==> config.mk <==
export PLATFORM = sky130hd
export DESIGN_NAME = meter_controller
export DESIGN_NICKNAME = d
export VERILOG_FILES = /design/src/rtl/meter_controller.sv
export SDC_FILE = /design/constraint.sdc
export NUM_CORES = 1
export LEC_CHECK = 0
export ABC_AREA = 1
export CORE_ASPECT_RATIO = 1.5
export CORE_MARGIN = 2
export CORE_UTILIZATION = 70
export CTS_CLUSTER_DIAMETER = 50
export CTS_CLUSTER_SIZE = 16
export DETAILED_ROUTE_END_ITERATION = 16
export DONT_BUFFER_PORTS = 1
export PLACE_DENSITY = 0.86
export SETUP_SLACK_MARGIN = 0.2
export SLEW_MARGIN = 0
export SYNTH_ARGS = -nofsm -noshare
export SYNTH_HDL_FRONTEND = slang
export SYNTH_SLANG_ARGS = --single-unit
==> constraint.sdc <==
create_clock -name clk -period 6.9 [get_ports clk]
set_input_delay 1.38 -clock clk [delete_from_list [all_inputs] [get_ports clk]]
set_output_delay 1.38 -clock clk [all_outputs]
set_load 0.02 [all_outputs]
==> src/rtl/meter_controller.sv <==
// Parking-meter style countdown controller: add/load requests, a 1 s countdown,
// and a display enable that blinks according to how much time is left.
module meter_controller #(
  parameter int unsigned TICK_DIV = 100000000,
  parameter int unsigned MAX_TIME = 9999
) (
  input  logic        clk,
  input  logic        rst,
  input  logic        u,
  input  logic        l,
  input  logic        r,
  input  logic        d,
  input  logic        sw0,
  input  logic        sw1,
  output logic [15:0] time_left,
  output logic [1:0]  state,
  output logic        disp_on,
  output logic        accept
);
  localparam int unsigned HALF = TICK_DIV / 2;
  localparam int          DW   = (HALF > 1) ? $clog2(HALF) : 1;
  localparam logic [1:0]  ST_EMPTY = 2'b00;
  localparam logic [1:0]  ST_LOW   = 2'b01;
  localparam logic [1:0]  ST_OK    = 2'b10;
  localparam logic [16:0] MAX17    = 17'(MAX_TIME);
  localparam logic [15:0] MAX16    = 16'(MAX_TIME);

  logic [DW-1:0] div_cnt;
  logic          sec_ph;
  logic          sw0_q, sw1_q;

  logic          half_tick, sec_tick;
  logic          sw0_rise, sw1_rise, load, add;
  logic [16:0]   inc, sum;
  logic [15:0]   sat, load_val, t_next;
  logic [1:0]    st_next;
  logic          disp_next, tick_h, tick_s;

  assign half_tick = (div_cnt == DW'(HALF - 1));
  assign sec_tick  = half_tick & sec_ph;
  assign sw0_rise  = sw0 & ~sw0_q;
  assign sw1_rise  = sw1 & ~sw1_q;
  assign load      = sw0_rise | sw1_rise;
  assign add       = u | l | r | d;
  // A load restarts the divider, so its tick (if any) is discarded everywhere.
  assign tick_h    = half_tick & ~load;
  assign tick_s    = sec_tick & ~load;

  always_comb begin
    inc = 17'd0;
    if (u)      inc = 17'd10;
    else if (l) inc = 17'd180;
    else if (r) inc = 17'd200;
    else if (d) inc = 17'd550;
    load_val = sw0_rise ? 16'd10 : 16'd205;
    sum      = {1'b0, time_left} + inc;
    sat      = (sum > MAX17) ? MAX16 : sum[15:0];
  end

  always_comb begin
    t_next = time_left;
    if (load)
      t_next = load_val;
    else if (add)
      t_next = sec_tick ? (sat - 16'd1) : sat;
    else if (sec_tick && (time_left != 16'd0))
      t_next = time_left - 16'd1;
  end

  always_comb begin
    if (t_next == 16'd0)        st_next = ST_EMPTY;
    else if (t_next < 16'd180)  st_next = ST_LOW;
    else                        st_next = ST_OK;
  end

  // Entering a new state always relights the digits, overriding any toggle.
  always_comb begin
    disp_next = disp_on;
    if (st_next != state)
      disp_next = 1'b1;
    else begin
      case (st_next)
        ST_OK:   disp_next = 1'b1;
        ST_LOW:  disp_next = disp_on ^ tick_s;
        default: disp_next = disp_on ^ tick_h;
      endcase
    end
  end

  always_ff @(posedge clk) begin
    if (rst) begin
      div_cnt   <= '0;
      sec_ph    <= 1'b0;
      sw0_q     <= sw0;
      sw1_q     <= sw1;
      time_left <= 16'd0;
      state     <= ST_EMPTY;
      disp_on   <= 1'b1;
      accept    <= 1'b0;
    end else begin
      sw0_q     <= sw0;
      sw1_q     <= sw1;
      time_left <= t_next;
      state     <= st_next;
      disp_on   <= disp_next;
      accept    <= load | add;
      if (load) begin
        div_cnt <= '0;
        sec_ph  <= 1'b0;
      end else if (half_tick) begin
        div_cnt <= '0;
        sec_ph  <= ~sec_ph;
      end else begin
        div_cnt <= div_cnt + 1'b1;
      end
    end
  end
endmodule

# Word-level counts from Yosys, hierarchy flattened

Cells that the tools add are included.
Widths: inputs -> output; s select.

Bits in registers: 49
Input bits: 8
Logic and storage cells: 53

Add/sub/neg operators: 4
Magnitude comparators: 2
Eq/ne operators: 4
Mux-type cells: 13
Bitwise gates (word level): 16
Reductions and logical operators: 6

Operator list:

| kind                  | count |
|---|---|
| $mux 16               | 5 |
| $mux 10               | 4 |
| $sub 16x1->16 const B | 2 |
| $add 26x1->26 const B | 1 |
| $eq 26x26->1 const B  | 1 |
| $add 16x17->17        | 1 |
| $gt 17x14->1 const B  | 1 |
| $logic_not 16->1      | 1 |
| $lt 16x8->1 const B   | 1 |
| $reduce_bool 16->1    | 1 |
| $mux 8                | 1 |
| $and 1x1->1           | 5 |
| $or 1x1->1            | 5 |
| $mux 2                | 2 |
| $not 1->1             | 4 |
| $reduce_or 2->1       | 2 |
| $reduce_or 3->1       | 1 |
| $eq 2x1->1 const B    | 1 |
| $eq 2x2->1 const B    | 1 |
| $ne 2x2->1            | 1 |
| $pmux 1 s2            | 1 |
| $xor 1x1->1           | 2 |
| $logic_and 1x1->1     | 1 |

# Logic depth before layout (Yosys ltp)

Word-level depth: 16
Mapped depth: 36
Gate-level depth less buffers: 36

# Worst setup path after synthesis

OpenSTA, ideal clock, no wires.

Path type: input to register
Start point: input u
End point: register disp_on
Setup time: 120 ps
Arrival: 4824 ps
Path slack: 1956 ps
Stages on the path: 36
Buffers on the path: 1
Path through: clkbuf_1 -> a21oi_1 -> nor2_1 -> ha_1 -> inv_1 -> fa_1 -> inv_1 -> nand2_1 -> nand2_1 -> nand3_1 -> nand2_1 -> nand2_1 -> nand2_1 -> nor2_1 -> nand3_1 -> nand2_2 -> nand2_4 -> nand2_2 -> nor2_1 -> ha_1 -> and2_1 -> nand4_2 -> nor2_1 -> nand2_1 -> nand2_1 -> nand3_1 -> nand2_1 -> inv_2 -> a21oi_2 -> nand2_1 -> nor2_2 -> nand2_1 -> inv_2 -> nand2_1 -> nor2_1 -> nand3_1

Word-level cells in the longest chain between the ends: 13
Elaborated cells on any way between the ends: 20
Those cells by class: 2 x add/sub; 2 x order compare; 3 x eq/ne; 8 x mux; 3 x bitwise; 2 x reduce/logical

RTL lines:

| what                                          | RTL line | RTL |
|---|---|---|
| start: declaration                            | 9        | `input logic u,` |
| $mux 10                                       | 51       | `if (u) inc = 17'd10;` |
| $add 16x17->17                                | 56       | `sum = {1'b0, time_left} + inc;` |
| $gt 17x14->1                                  | 57       | `sat = (sum > MAX17) ? MAX16 : sum[15:0];` |
| $mux 16                                       | 57       |  |
| $sub 16x1->16                                 | 65       | `t_next = sec_tick ? (sat - 16'd1) : sat;` |
| $mux 16                                       | 65       |  |
| $mux 16 (*)                                   | 64       | `else if (add)` |
| $mux 16 (*)                                   | 62       | `if (load)` |
| $lt 16x8->1                                   | 72       | `else if (t_next < 16'd180) st_next = ST_LOW;` |
| $mux 2                                        | 72       |  |
| $mux 2 (*)                                    | 71       | `if (t_next == 16'd0) st_next = ST_EMPTY;` |
| $eq 2x1->1, or another cell as far along      | 82       | `case (st_next)` |
| $pmux 1 s2 or $reduce_or 2->1 (tied branches) | -        |  |
| end signal: assignment                        | 105      | `disp_on <= disp_next;` |
| end: declaration                              | 17       | `output logic disp_on,` |

Mark *: on every way between the ends. The rest lies on a longest branch, timed or not.
A chain may end at the register's enable or synchronous reset.

# Worst setup path after layout

Start point: input r
End point: register disp_on

Word-level cells in the longest chain between the ends: 15
Elaborated cells on any way between the ends: 21
Those cells by class: 2 x add/sub; 2 x order compare; 3 x eq/ne; 10 x mux; 2 x bitwise; 2 x reduce/logical

RTL lines:

| what                                          | RTL line | RTL |
|---|---|---|
| start: declaration                            | 11       | `input logic r,` |
| $mux 10                                       | 53       | `else if (r) inc = 17'd200;` |
| $mux 10                                       | 52       | `else if (l) inc = 17'd180;` |
| $mux 10                                       | 51       |  |
| $add 16x17->17                                | 56       |  |
| $gt 17x14->1                                  | 57       |  |
| $mux 16                                       | 57       |  |
| $sub 16x1->16                                 | 65       |  |
| $mux 16                                       | 65       |  |
| $mux 16 (*)                                   | 64       |  |
| $mux 16 (*)                                   | 62       |  |
| $lt 16x8->1                                   | 72       |  |
| $mux 2                                        | 72       |  |
| $mux 2 (*)                                    | 71       |  |
| $eq 2x1->1, or another cell as far along      | 82       |  |
| $pmux 1 s2 or $reduce_or 2->1 (tied branches) | -        |  |

Marked as above.

==> run metrics <==
Worst setup SP type input pin; initial core utilization 72.4%; routed wire length 12200 um; Reg clk slew, reported paths 100 ps; Syn Area/Cell 6.12 um2; top cells by count, synth 182 x nand2_1, 110 x inv_1, 97 x nor2_1; Flop pwr share 42.7%; total nets after synthesis 746; num rows 35; Placer Congestion 1.05; area leader, netlist dfxtp_1; internal reg-to-reg setup slack 2500 ps; DP Wirelength 9930 um; area of the multi-input gates 2900 um2; Net Sw Frac 40.3%; Arrival @ worst endpoint 5360 ps; Fmax achieved 0.194 GHz; Logic pwr share 35.0%; via count 4715; WHS Endpoint div_cnt[0]$_SDFF_PP0_; CTS sink cnt 49; total setup buffers inserted after CTS 0; post-route minimum period 5150 ps; CP max FO 17; Setup Skew 13.1 ps; final setup fails 0; PostCTS Resize Cnt 0; Tightest Pin Transition 756 ps; highest ir drop seen on vdd 0.000190 V; largest net degree at the start of global routing 24; DP Worst Slack 1450 ps; CTS buffer count 5; Worst Path Required 7110 ps; proportion of power drawn by the clock network 22.2%; antenna viol nets, final 0; P_leak 2.08 nW; CP max stage delay 390 ps; layout cells sized above 1 10.7%; Hold Fails Final Rpt 0; CP endpoint kind flip-flop; fill cell count 524; internal power 0.451 mW; Yosys top cell area share 22.1%; slowest stage cell, crit path fa_1; critical path type input pin to flip-flop; CTS tree done; sw power 0.304 mW; clock tree root buffer cell clkbuf_8; drt wl/cell 15.4 um; register area share after synthesis 22.1%; CP dominant cell by count nand2_1; Die Wd 69.0 um; first-pass GRT wire length 20400 um; IO Pins 28; worst-case clock buffer depth 2; worst hold start div_cnt[0]$_SDFF_PP0_; H-tree Lvls 2; count of cell types in the netlist 48; post-synthesis async set-or-reset flop share 0%; placed cell area 4430 um2; Slew Limit Fails 0; initial antenna violation count 0; input/output buffers 0; R2R Path Start time_left[1]$_SDFF_PP0_; ys flop type dfxtp_1; Avg Vias per Cell 5.95; EDFF count, synth 0; post-route cell area 4510 um2; Worst Hold Class flip-flop to flip-flop; Area Overhead vs Synth 1.75%; top post-synthesis cells by area dfxtp_1 22%, nand2_1 15%, inv_1 9.3%, nor2_1 8.2%, nand3_1 6.8%; final non-filler cell total 793; register area 981 um2; vias in the first global route 4537; Hold Slack 450 ps; R2R depth 31; Cells after Synth 725; Final Cycle Share 74.7%; CP top delay family simple AND/OR/NAND/NOR gates; reg2reg end disp_on$_SDFF_PP1_; Syn Std Cell Area 4440 um2; RSZ-0062 raised after global routing no; Max-Slew Margin vs Limit 49.5%; Setup WS post-layout 1750 ps; CP bufs+invs 5; grt total ovfl 0; outcome completed; GRT Total Usage 36.1%; pwr dens 167 nW/um2; total power draw 0.755 mW; Post-route DRC 0; Die Ht 102 um; #FFs+latches synth 49; Setup Total Neg Slack 0 ps; Skew-Pair Late Insertion Delay 310 ps; # diodes 0; full die area 7000 um2; final net count 739; drt pass-1 iters 5; DR iter-0 viols 244; most common cell in the netlist nand2_1; maxcap violations 0; number of warnings issued by yosys 0; core area 6130 um2; WHS Path Cells 1; hold-fix buffer count after cts 0; dpl cells 785; Core Util, Final 73.6%
-- registers in the layout (all words and copies together) (netlist names) --
register,flops
accept,1
disp_on,1
sw0_q,1
div_cnt,26
sec_ph,1
sw1_q,1
time_left,16
state,2
-- cells by family (layout without fill, tap and decap cells) --
| logic type | Yosys count | in the layout | synth area share (%) |
|---|---|---|---|
| compound gates | 65 | 65 | 8.52 |
| xor+xnor | 17 | 17 | 3.69 |
| fa+ha+maj | 13 | 13 | 3.84 |
| simple gates | 448 | 448 | 49.4 |
| flops | 49 | 49 | 22.1 |
| buf+inv | 133 | 127 | 12.4 |
-- power groups by stage --
stage	clock [mW]	sequential, mW	combinational (mW)
6_report	0.168	0.323	0.265
4_1_cts	0.170	0.321	0.259
3_5_place_dp	0	0.328	0.258
3_3_place_gp	0	0.328	0.252
2_1_floorplan	0	0.320	0.208
5_1_grt	0.181	0.324	0.294
-- cell type report --
| type | instances | area share, % |
|---|---|---|
| Timing Repair Buffer | 1 | 0.166 |
| Tap cell | 74 | 2.05 |
| Clock buffer | 5 | 1.52 |
| Clock inverter | 3 | 0.388 |
| Sequential cell | 49 | 21.7 |
| Inverter | 118 | 9.81 |
| Multi-Input combinational cell | 543 | 64.3 |
-- metal layers --
metal	vias up	wire length [um]	GRT usage, %
li1	2301	-	-
met1	2147	4270	35.7
met2	188	6380	69.2
met3	79	638	3.98
met4	0	934	25.6
met5	-	0	0
-- layout by cell type (no fill, tap or decap), types with 13 or more instances in the layout --
master / synthesis / final
o21ai_0: 17 / 17
a21oi_1: 30 / 30
inv_1: 110 / 110
nand3_1: 60 / 60
dfxtp_1: 49 / 49
nor3_1: 16 / 16
nand4_1: 21 / 21
nand2_1: 182 / 182
nand2_2: 13 / 13
nor2_1: 97 / 97
-- worst max path at each step --
stage	startpoint	endpoint	slack, ps	cells past startpoint
floorplan	u	disp_on$_SDFF_PP1_	1960	36
global placement	r	disp_on$_SDFF_PP1_	1620	34
detailed placement	r	disp_on$_SDFF_PP1_	1450	34
CTS	r	disp_on$_SDFF_PP1_	1770	34
global route	r	disp_on$_SDFF_PP1_	1190	36
finish	r	disp_on$_SDFF_PP1_	1750	34
Note: power is estimated with default switching activity, not from simulation.
